==> src/rtl/dcache_arb_pkg.sv <==
// Shared types for the DCache port arbiter: default widths, access width
// encoding, FSM states and a round-robin index helper.
package dcache_arb_pkg;

    localparam int ADDR_W = 40;
    localparam int DATA_W = 64;

    typedef enum logic [1:0] {
        W8  = 2'd0,
        W16 = 2'd1,
        W32 = 2'd2,
        W64 = 2'd3
    } width_e;

    typedef enum logic {
        IDLE = 1'b0,
        BUSY = 1'b1
    } arb_state_e;

    function automatic int rr_next(input int idx, input int n);
        return (idx + 1) % n;
    endfunction

endpackage

==> src/rtl/dcache_port_arbiter_rr_picker.sv <==
// Rotating-priority encoder: returns the first asserted request at or
// after the pointer position, wrapping around.
module rr_picker #(
    parameter int N  = 2,
    parameter int IW = (N > 1) ? $clog2(N) : 1
) (
    input  logic [N-1:0]  i_req,
    input  logic [IW-1:0] i_ptr,
    output logic [IW-1:0] o_gnt_idx,
    output logic          o_any_req
);

    // Scan from the farthest offset down so the nearest hit wins.
    always_comb begin
        o_gnt_idx = '0;
        o_any_req = |i_req;
        for (int k = N - 1; k >= 0; k--) begin
            if (i_req[(int'(i_ptr) + k) % N]) begin
                o_gnt_idx = IW'((int'(i_ptr) + k) % N);
            end
        end
    end

endmodule

==> src/rtl/dcache_port_arbiter.sv <==
// Round-robin arbiter sharing one DCache valid/ready/error port among
// NUM_REQ masters. Optional watchdog: define DCACHE_ARB_TIMEOUT_EN.
module dcache_port_arbiter #(
    parameter int NUM_REQ     = 2,
    parameter int ADDR_W      = dcache_arb_pkg::ADDR_W,
    parameter int DATA_W      = dcache_arb_pkg::DATA_W,
    parameter int TIMEOUT_CYC = 256
) (
    input  logic                      clk,
    input  logic                      rst,
    input  logic [NUM_REQ-1:0]        m_valid,
    input  logic [NUM_REQ*ADDR_W-1:0] m_address,
    input  logic [NUM_REQ-1:0]        m_rwCtrl,
    input  logic [NUM_REQ*2-1:0]      m_widthCtr,
    input  logic [NUM_REQ*DATA_W-1:0] m_writeBus,
    output logic [DATA_W-1:0]         m_readBus,
    output logic [NUM_REQ-1:0]        m_ready,
    output logic [NUM_REQ-1:0]        m_error,
    output logic                      s_valid,
    output logic [ADDR_W-1:0]         s_address,
    output logic                      s_rwCtrl,
    output logic [1:0]                s_widthCtr,
    output logic [DATA_W-1:0]         s_writeBus,
    input  logic [DATA_W-1:0]         s_readBus,
    input  logic                      s_ready,
    input  logic                      s_error
);

    import dcache_arb_pkg::*;

    localparam int IW = (NUM_REQ > 1) ? $clog2(NUM_REQ) : 1;

    arb_state_e    r_state;
    arb_state_e    w_state_nxt;
    logic [IW-1:0] r_grant;
    logic [IW-1:0] w_grant_nxt;
    logic [IW-1:0] r_ptr;
    logic [IW-1:0] w_ptr_nxt;
    logic [IW-1:0] w_pick;
    logic [IW-1:0] w_adv;
    logic          w_any;
    logic          w_gvalid;
    logic          w_expire;
    width_e        w_width;

    rr_picker #(
        .N  (NUM_REQ),
        .IW (IW)
    ) u_pick (
        .i_req     (m_valid),
        .i_ptr     (r_ptr),
        .o_gnt_idx (w_pick),
        .o_any_req (w_any)
    );

    assign w_adv    = IW'(rr_next(int'(r_grant), NUM_REQ));
    assign w_gvalid = m_valid[r_grant];

    assign s_address  = m_address[int'(r_grant)*ADDR_W +: ADDR_W];
    assign s_rwCtrl   = m_rwCtrl[r_grant];
    assign w_width    = width_e'(m_widthCtr[int'(r_grant)*2 +: 2]);
    assign s_widthCtr = w_width;
    assign s_writeBus = m_writeBus[int'(r_grant)*DATA_W +: DATA_W];
    assign m_readBus  = s_readBus;

`ifdef DCACHE_ARB_TIMEOUT_EN
    localparam int CW = (TIMEOUT_CYC > 1) ? $clog2(TIMEOUT_CYC) : 1;

    logic [CW-1:0] r_cnt;

    // Held at zero while idle, so the first BUSY cycle counts as zero.
    always_ff @(posedge clk) begin
        if (rst) begin
            r_cnt <= '0;
        end else if (r_state == IDLE) begin
            r_cnt <= '0;
        end else begin
            r_cnt <= r_cnt + 1'b1;
        end
    end

    assign w_expire = (r_state == BUSY) &&
                      (r_cnt == CW'(TIMEOUT_CYC - 1));
`else
    assign w_expire = 1'b0;
`endif

    always_comb begin
        w_state_nxt = r_state;
        w_grant_nxt = r_grant;
        w_ptr_nxt   = r_ptr;
        s_valid     = 1'b0;
        m_ready     = '0;
        m_error     = '0;
        unique case (r_state)
            IDLE: begin
                if (w_any) begin
                    w_state_nxt = BUSY;
                    w_grant_nxt = w_pick;
                end
            end
            BUSY: begin
                s_valid          = w_gvalid;
                m_ready[r_grant] = s_ready;
                m_error[r_grant] = s_ready & s_error;
                // Completion beats abort, abort beats the watchdog.
                if (s_ready || !w_gvalid) begin
                    w_state_nxt = IDLE;
                    w_ptr_nxt   = w_adv;
                end else if (w_expire) begin
                    s_valid          = 1'b0;
                    m_ready[r_grant] = 1'b1;
                    m_error[r_grant] = 1'b1;
                    w_state_nxt      = IDLE;
                    w_ptr_nxt        = w_adv;
                end
            end
            default: begin
                w_state_nxt = IDLE;
            end
        endcase
    end

    always_ff @(posedge clk) begin
        if (rst) begin
            r_state <= IDLE;
            r_grant <= '0;
            r_ptr   <= '0;
        end else begin
            r_state <= w_state_nxt;
            r_grant <= w_grant_nxt;
            r_ptr   <= w_ptr_nxt;
        end
    end

endmodule

==> config.mk <==
export PLATFORM = sky130hd
export DESIGN_NAME = dcache_port_arbiter
export DESIGN_NICKNAME = d
export VERILOG_FILES = /design/src/rtl/dcache_arb_pkg.sv /design/src/rtl/dcache_port_arbiter_rr_picker.sv /design/src/rtl/dcache_port_arbiter.sv
export SDC_FILE = /design/constraint.sdc
export NUM_CORES = 1
export LEC_CHECK = 0
export CAP_MARGIN = 20
export CORE_AREA = 2 2 176 178
export DETAILED_ROUTE_END_ITERATION = 16
export DIE_AREA = 0 0 178 180
export SETUP_SLACK_MARGIN = 0.15
export SLEW_MARGIN = 5
export SYNTH_ARGS = -nofsm -noshare
export SYNTH_HDL_FRONTEND = slang
export SYNTH_SLANG_ARGS = --single-unit
export TNS_END_PERCENT = 100
==> constraint.sdc <==
create_clock -name clk -period 1.4 [get_ports clk]
set_input_delay 0.14 -clock clk [delete_from_list [all_inputs] [get_ports clk]]
set_output_delay 0.14 -clock clk [all_outputs]
set_load 0.02 [all_outputs]
# Word-level counts from Yosys, hierarchy flattened
# Index checks and enable logic that the tools add are counted.
# word_totals
input_bits	284
regBits	3
out_inout_bits	176
# classes
multipliers	1
add_sub_neg	2
shift	3
bitwise	5
n_reduce_logical	6
n_mux	19
magnitude_cmp	4
# op_table
op	n
$shiftx A128 B8 Y64	1
$shiftx A80 B8 Y40	1
$mux W1	15
$and A2 B2 Y2	2
$lt A1 B2 Y1 const B	2
$mul A1 B3 Y4 const B	1
$mux W2	2
$reduce_and A2 Y1	2
$shiftx A4 B3 Y2	1
$lt A2 B3 Y1 const B	1
$add A1 B1 Y1 const B	2
$pmux W1 S2	1
$reduce_or A2 Y1	1
$and A1 B1 Y1	1
$and A1 B1 Y1 const A	1
$demux W1 S1	1
$ge A1 B1 Y1 const B	1
$logic_and A1 B1 Y1	1
$logic_not A1 Y1	1
$logic_or A1 B1 Y1	1
$not A1 Y1	1

# Logic depth before layout (Yosys ltp)
# logic_depth
ltp_word	7
depth_mapped	5

# Cells and area by module
# A second synthesis with hierarchy kept.
# unflattened
cells_unflattened	207
area_unflattened_um2	1991.9
# modules_own_cells
module	cells_each	area_per_inst_um2	seq_area_each_um2	n_inst
dcache_port_arbiter	204	1974.4	60.1	1
rr_picker	3	17.5	0.0	1

# Least setup slack after synthesis
# No wires, ideal clock.
# synth_timing
kind	register to output
from	register r_grant
to	output port m_error[0]
t_arrival_ps	1253
setup_slack_ps	7
stages_incl_launch_ff	5
required_time_ps	1260
cell_sequence	dfxtp_1 -> buf_4 -> buf_6 -> nor2_1 -> and2_1
# synth_via
elab_chain_cells	6
elab_cells_between_ends	7
# synth_rtl
element	line	source
start, declared	dcache_port_arbiter.sv:35	logic [IW-1:0] r_grant;
start signal, assigned	dcache_port_arbiter.sv:131	r_grant <= w_grant_nxt;
$lt A1 B2 Y1 / $ge A1 B1 Y1 (equally long branches)	--	
$logic_and A1 B1 Y1	--	
$mux W1	--	
$demux W1 S1 (*)	--	
$and A2 B2 Y2 (no source line) (*)	--	
$mux W2 (*)	dcache_port_arbiter.sv:95	unique case (r_state)
end, declared	dcache_port_arbiter.sv:18	output logic [NUM_REQ-1:0] m_error,
# Mark *: on every way between the ends. The rest lies on a longest branch, timed or not.

# Worst setup path in the final report
# layout_timing
from	register r_grant
to	output port s_writeBus[19]
# layout_via
elab_chain_cells	1
# layout_rtl
element	line	source
$shiftx A128 B8 Y64	dcache_port_arbiter.sv:63	assign s_writeBus = m_writeBus[int'(r_grant)*DATA_W +: DATA_W];
end, declared	dcache_port_arbiter.sv:23	output logic [DATA_W-1:0] s_writeBus,
# Every way passes these cells.

==> summary by stage <==
Global route
The initial antenna violation count came to 0. For this run the aggregate overflow at the end of global routing stands at 0. The overall fraction of global-route tracks in use is 7.55%. The first global-routing pass estimated 17.5 mm of wire. The via count of the first global-routing pass is 2892. The largest net degree at the start of global routing is 25.

Pwr
Combinational cells account for 80.1% of the total power. Overall power consumption after layout is estimated at 0.00279 W. For this design the ratio of total power to cell area is approximately 490 nW/um^2. Summed over all cells, the static leakage comes to between 2 and 2.5 nW. Of the total power, registers draw 3.7%. Cell internal power was estimated by the tool at 0.00184 W.

The worst-case IR drop observed on VDD is ~0.00027 V. The share of total power consumed by net switching is 34.1%. Summed over all nets, the switching power comes to 0.000951 W.

The clock network accounts for 16.3% of the total power.

Place
The HPWL after detailed placement is 10.7 mm. The last weighted congestion value of the routability-driven placer is 0.850. The count of buffers from port buffering is about 330. The placed standard-cell area is 5400 um^2.

Timing
The worst-case setup margin in the final layout is -363 ps. Setup violations remaining at the end of the flow were counted as ~110. The smallest clock period supported by the final layout is computed as 1760 ps. The relative slew slack is 86.6%.

The maximum clock frequency is between 500 and 600 MHz. The actual transition at the worst max-transition pin is around 200 ps. The final critical path takes up 126% of the cycle. The count of endpoints failing hold in the final timing report is 0. The number of pins with negative max-slew slack in the final report is 0.

Setup repair after global routing could not meet its margin everywhere. The worst-case clock skew is 2.03 ps.

Yosys
The number of nets in the synthesized netlist is 490. Counting every instance in the synthesized netlist gives 206. The synthesized netlist devotes under 10% of its cell area to compound gates. The synthesized design devotes to its leading area cell type between 60% and 70% of total area. The main combinational cell family by area after synthesis is multiplexers. Of all cell types, the one taking the most synthesized area is mux2_2. The simple-gate share of the synthesized area is 2.92%. The xor/xnor share of the synthesized area is 0%. The total number of yosys warnings is 0. The distinct cell type count after synthesis is 18. Synthesis inferred 3 register bits. After synthesis the cells add up to approximately 2000 um^2.

In the synthesized netlist, mux cells make up 61.6% of the area. The per-instance average area after synthesis is 9.57 um^2. The arithmetic-cell share of the synthesized area counting full adders, half adders and majority gates is 0%. Summing the sequential cell areas from Yosys gives 3.05% of the chip area. In the post-synthesis netlist, the biggest area contributors are mux2_2 61%, buf_4 25%, buf_6 5.1%.

Clock tree
The deepest clock path buffer count is 2. The TritonCTS clock tree is yes. Clock tree synthesis inserted a total of 3 buffers. The post-CTS clock slew at the launch and capture registers of the worst setup and hold paths is 30 ps. The buffer type at the clock tree root is clkbuf_16. The clock latency on the worst-skew pair is 220 ps. The total clock sinks is 3.

The H-tree level count is 1.

Min path
The min-delay analysis places its worst path in the category in -> out.

Critical path
The startpoint type of the worst setup path is a flip-flop. The most numerous cell type found on the critical path is buf_6. Of all nets on the critical path, the largest fanout is 7. In this design, the stage delay of the slowest critical-path cell is 350 ps. Grouping stages by cell kind, the critical path spends the most delay in buffers and inverters. The cell at the slowest stage of the critical path is dfxtp_4. The kind of end point of the critical path is a primary output. The number of buffers and inverters on the critical path is 6. Traced cell by cell, the critical path runs through buf_6 -> buf_6 -> buf_16 -> buf_6 -> buf_6 -> mux2_4 -> buf_6. The startpoint-to-endpoint class of the critical path is reg -> out. The required time of the critical path is between 1000 and 1500 ps. At the worst endpoint, the arrival time is 1620 ps.

Floorplan
The die is 178 um wide. The total area inside the core boundary comes to 30200 um^2. The initialized floorplan defines 64 standard-cell rows. The die outline area is 32000 um^2. The die outline height is around 180 um.

The initial core utilization is 6.53%. For this design the top-level I/O count stands at 460.

Cells and area
The count of inserted antenna diode cells is 0. The finished cells cover 5720 um^2. The most common cell after layout, fill and taps aside is clkdlybuf4s50_1. Leaving out fill and tap cells, the most frequent cells in the layout are 219 x clkdlybuf4s50_1, 63 x mux2_2, 58 x buf_6. The share of the core filled with cells in the final layout is 19.0%. In the final layout, the share of cells above drive strength 1 is 53.2%. The number of inserted filler cells in the final layout is 3333. In the final layout, flip-flops and latches occupy ~64 um^2. The final layout contains between 700 and 800 nets. In the final layout, the multi-input gates occupy 1510 um^2. From synthesis to final layout, the design area changed by 190%.

Routing
For this run, design rule violations remaining after detail routing come to 0. For this block, the initial DRC count from the detailed router was 39. The antenna violation net count after detailed routing is 0. The count of TritonRoute iterations in the first routing pass is 4. The post-detailed-routing wire length is 13.4 mm. The detailed-route wire length per cell is 14.9 um.

The routed via count is 2731. After detailed routing, the number of vias per cell comes to 3.03.

Flow run
The count of max-cap constraint violations is 0.

Status
The flow ran to the end, but the final reports show violations. The final reports fail on setup timing.
[Yosys cell counts (all sizes together)]
| master | n |
|---|---|
| and2 | 2 |
| nor2 | 4 |
| o211ai | 1 |
| and3 | 1 |
| o21ai | 1 |
| dfxtp | 3 |
| o22ai | 1 |
| nor2b | 1 |
| mux2 | 107 |
| inv | 2 |
| nor3 | 2 |
| a21oi | 1 |
| buf | 76 |
| o22a | 1 |
| nand2 | 2 |
| mux2i | 1 |
[metal layers]
layer	GRT usage (%)	share of wire, %	wire (um)
met4	3.05	2.9	383
met1	7.97	37	4950
met3	3.68	12	1560
met5	0	0	0
met2	12.8	48	6470
[per-stage QoR]
| step | hold WS, ps | instances | TNS, ps | setup slack [ps] |
|---|---|---|---|---|
| floorplan | 209 | 206 | 0 | 154 |
| global placement | 280 | 878 | -31500 | -331 |
| detailed placement | 280 | 878 | -32860 | -349 |
| CTS | 280 | 892 | -42370 | -528 |
| global route | 280 | 900 | -26130 | -402 |
| finish | 280 | 900 | -21700 | -363 |
[flip-flops by register name, summed over array words and instances (netlist names)]
name	flops
r_grant	1
r_ptr	1
r_state	1
[worst register-to-register path: stages, from the launching register on]
cell       delay, ps
dfxtp_4          350
buf_4            160
clkbuf_16        180
mux2i_4          190
buf_4            140
o22a_1           180
nor2_1            70
[cells by family after synthesis]
kind of cell           after synthesis
multiplexers                       108
buffers and inverters               78
AO/OA/AOI/OAI                        5
AND/OR/NAND/NOR                     12
flip-flops                           3
[path summary, 6_finish.rpt]
check           startpoint        endpoint  slack [ps]  cells after the start
max reg2reg        r_grant         r_state          70                      6
min reg2reg          r_ptr           r_ptr         620                      2
min          s_readBus[19]   m_readBus[19]         280                      0
max                r_grant  s_writeBus[19]        -360                      7
[what timing repair did]
item,in CTS,in global routing
pin swaps,1,1
gates resized for setup,358,215
setup endpoints to repair,114,114
setup buffers,7,8
hold buffers,0,0
hold endpoints to repair,0,0
cloned,3,1
[power groups by stage]
| stage | Combinational, W | Sequential (W) | Clock [W] |
|---|---|---|---|
| after floorplan | 0.00110 | 0.000101 | 0 |
| after global placement | 0.00209 | 0.000102 | 0 |
| after detailed placement | 0.00209 | 0.000102 | 0 |
| after CTS | 0.00208 | 0.000107 | 0.000460 |
| after global routing | 0.00234 | 0.000103 | 0.000472 |
| final | 0.00223 | 0.000102 | 0.000453 |
[area by class of cell]
cell class                      instances  area share (%)
Timing Repair Buffer                  370            62.4
Multi-Input combinational cell        125            26.3
Tap cell                              396            8.66
Clock buffer                            4            1.38
Sequential cell                         3            1.12
Inverter                                2           0.131
No activity file was read; power rests on OpenSTA's default activity.
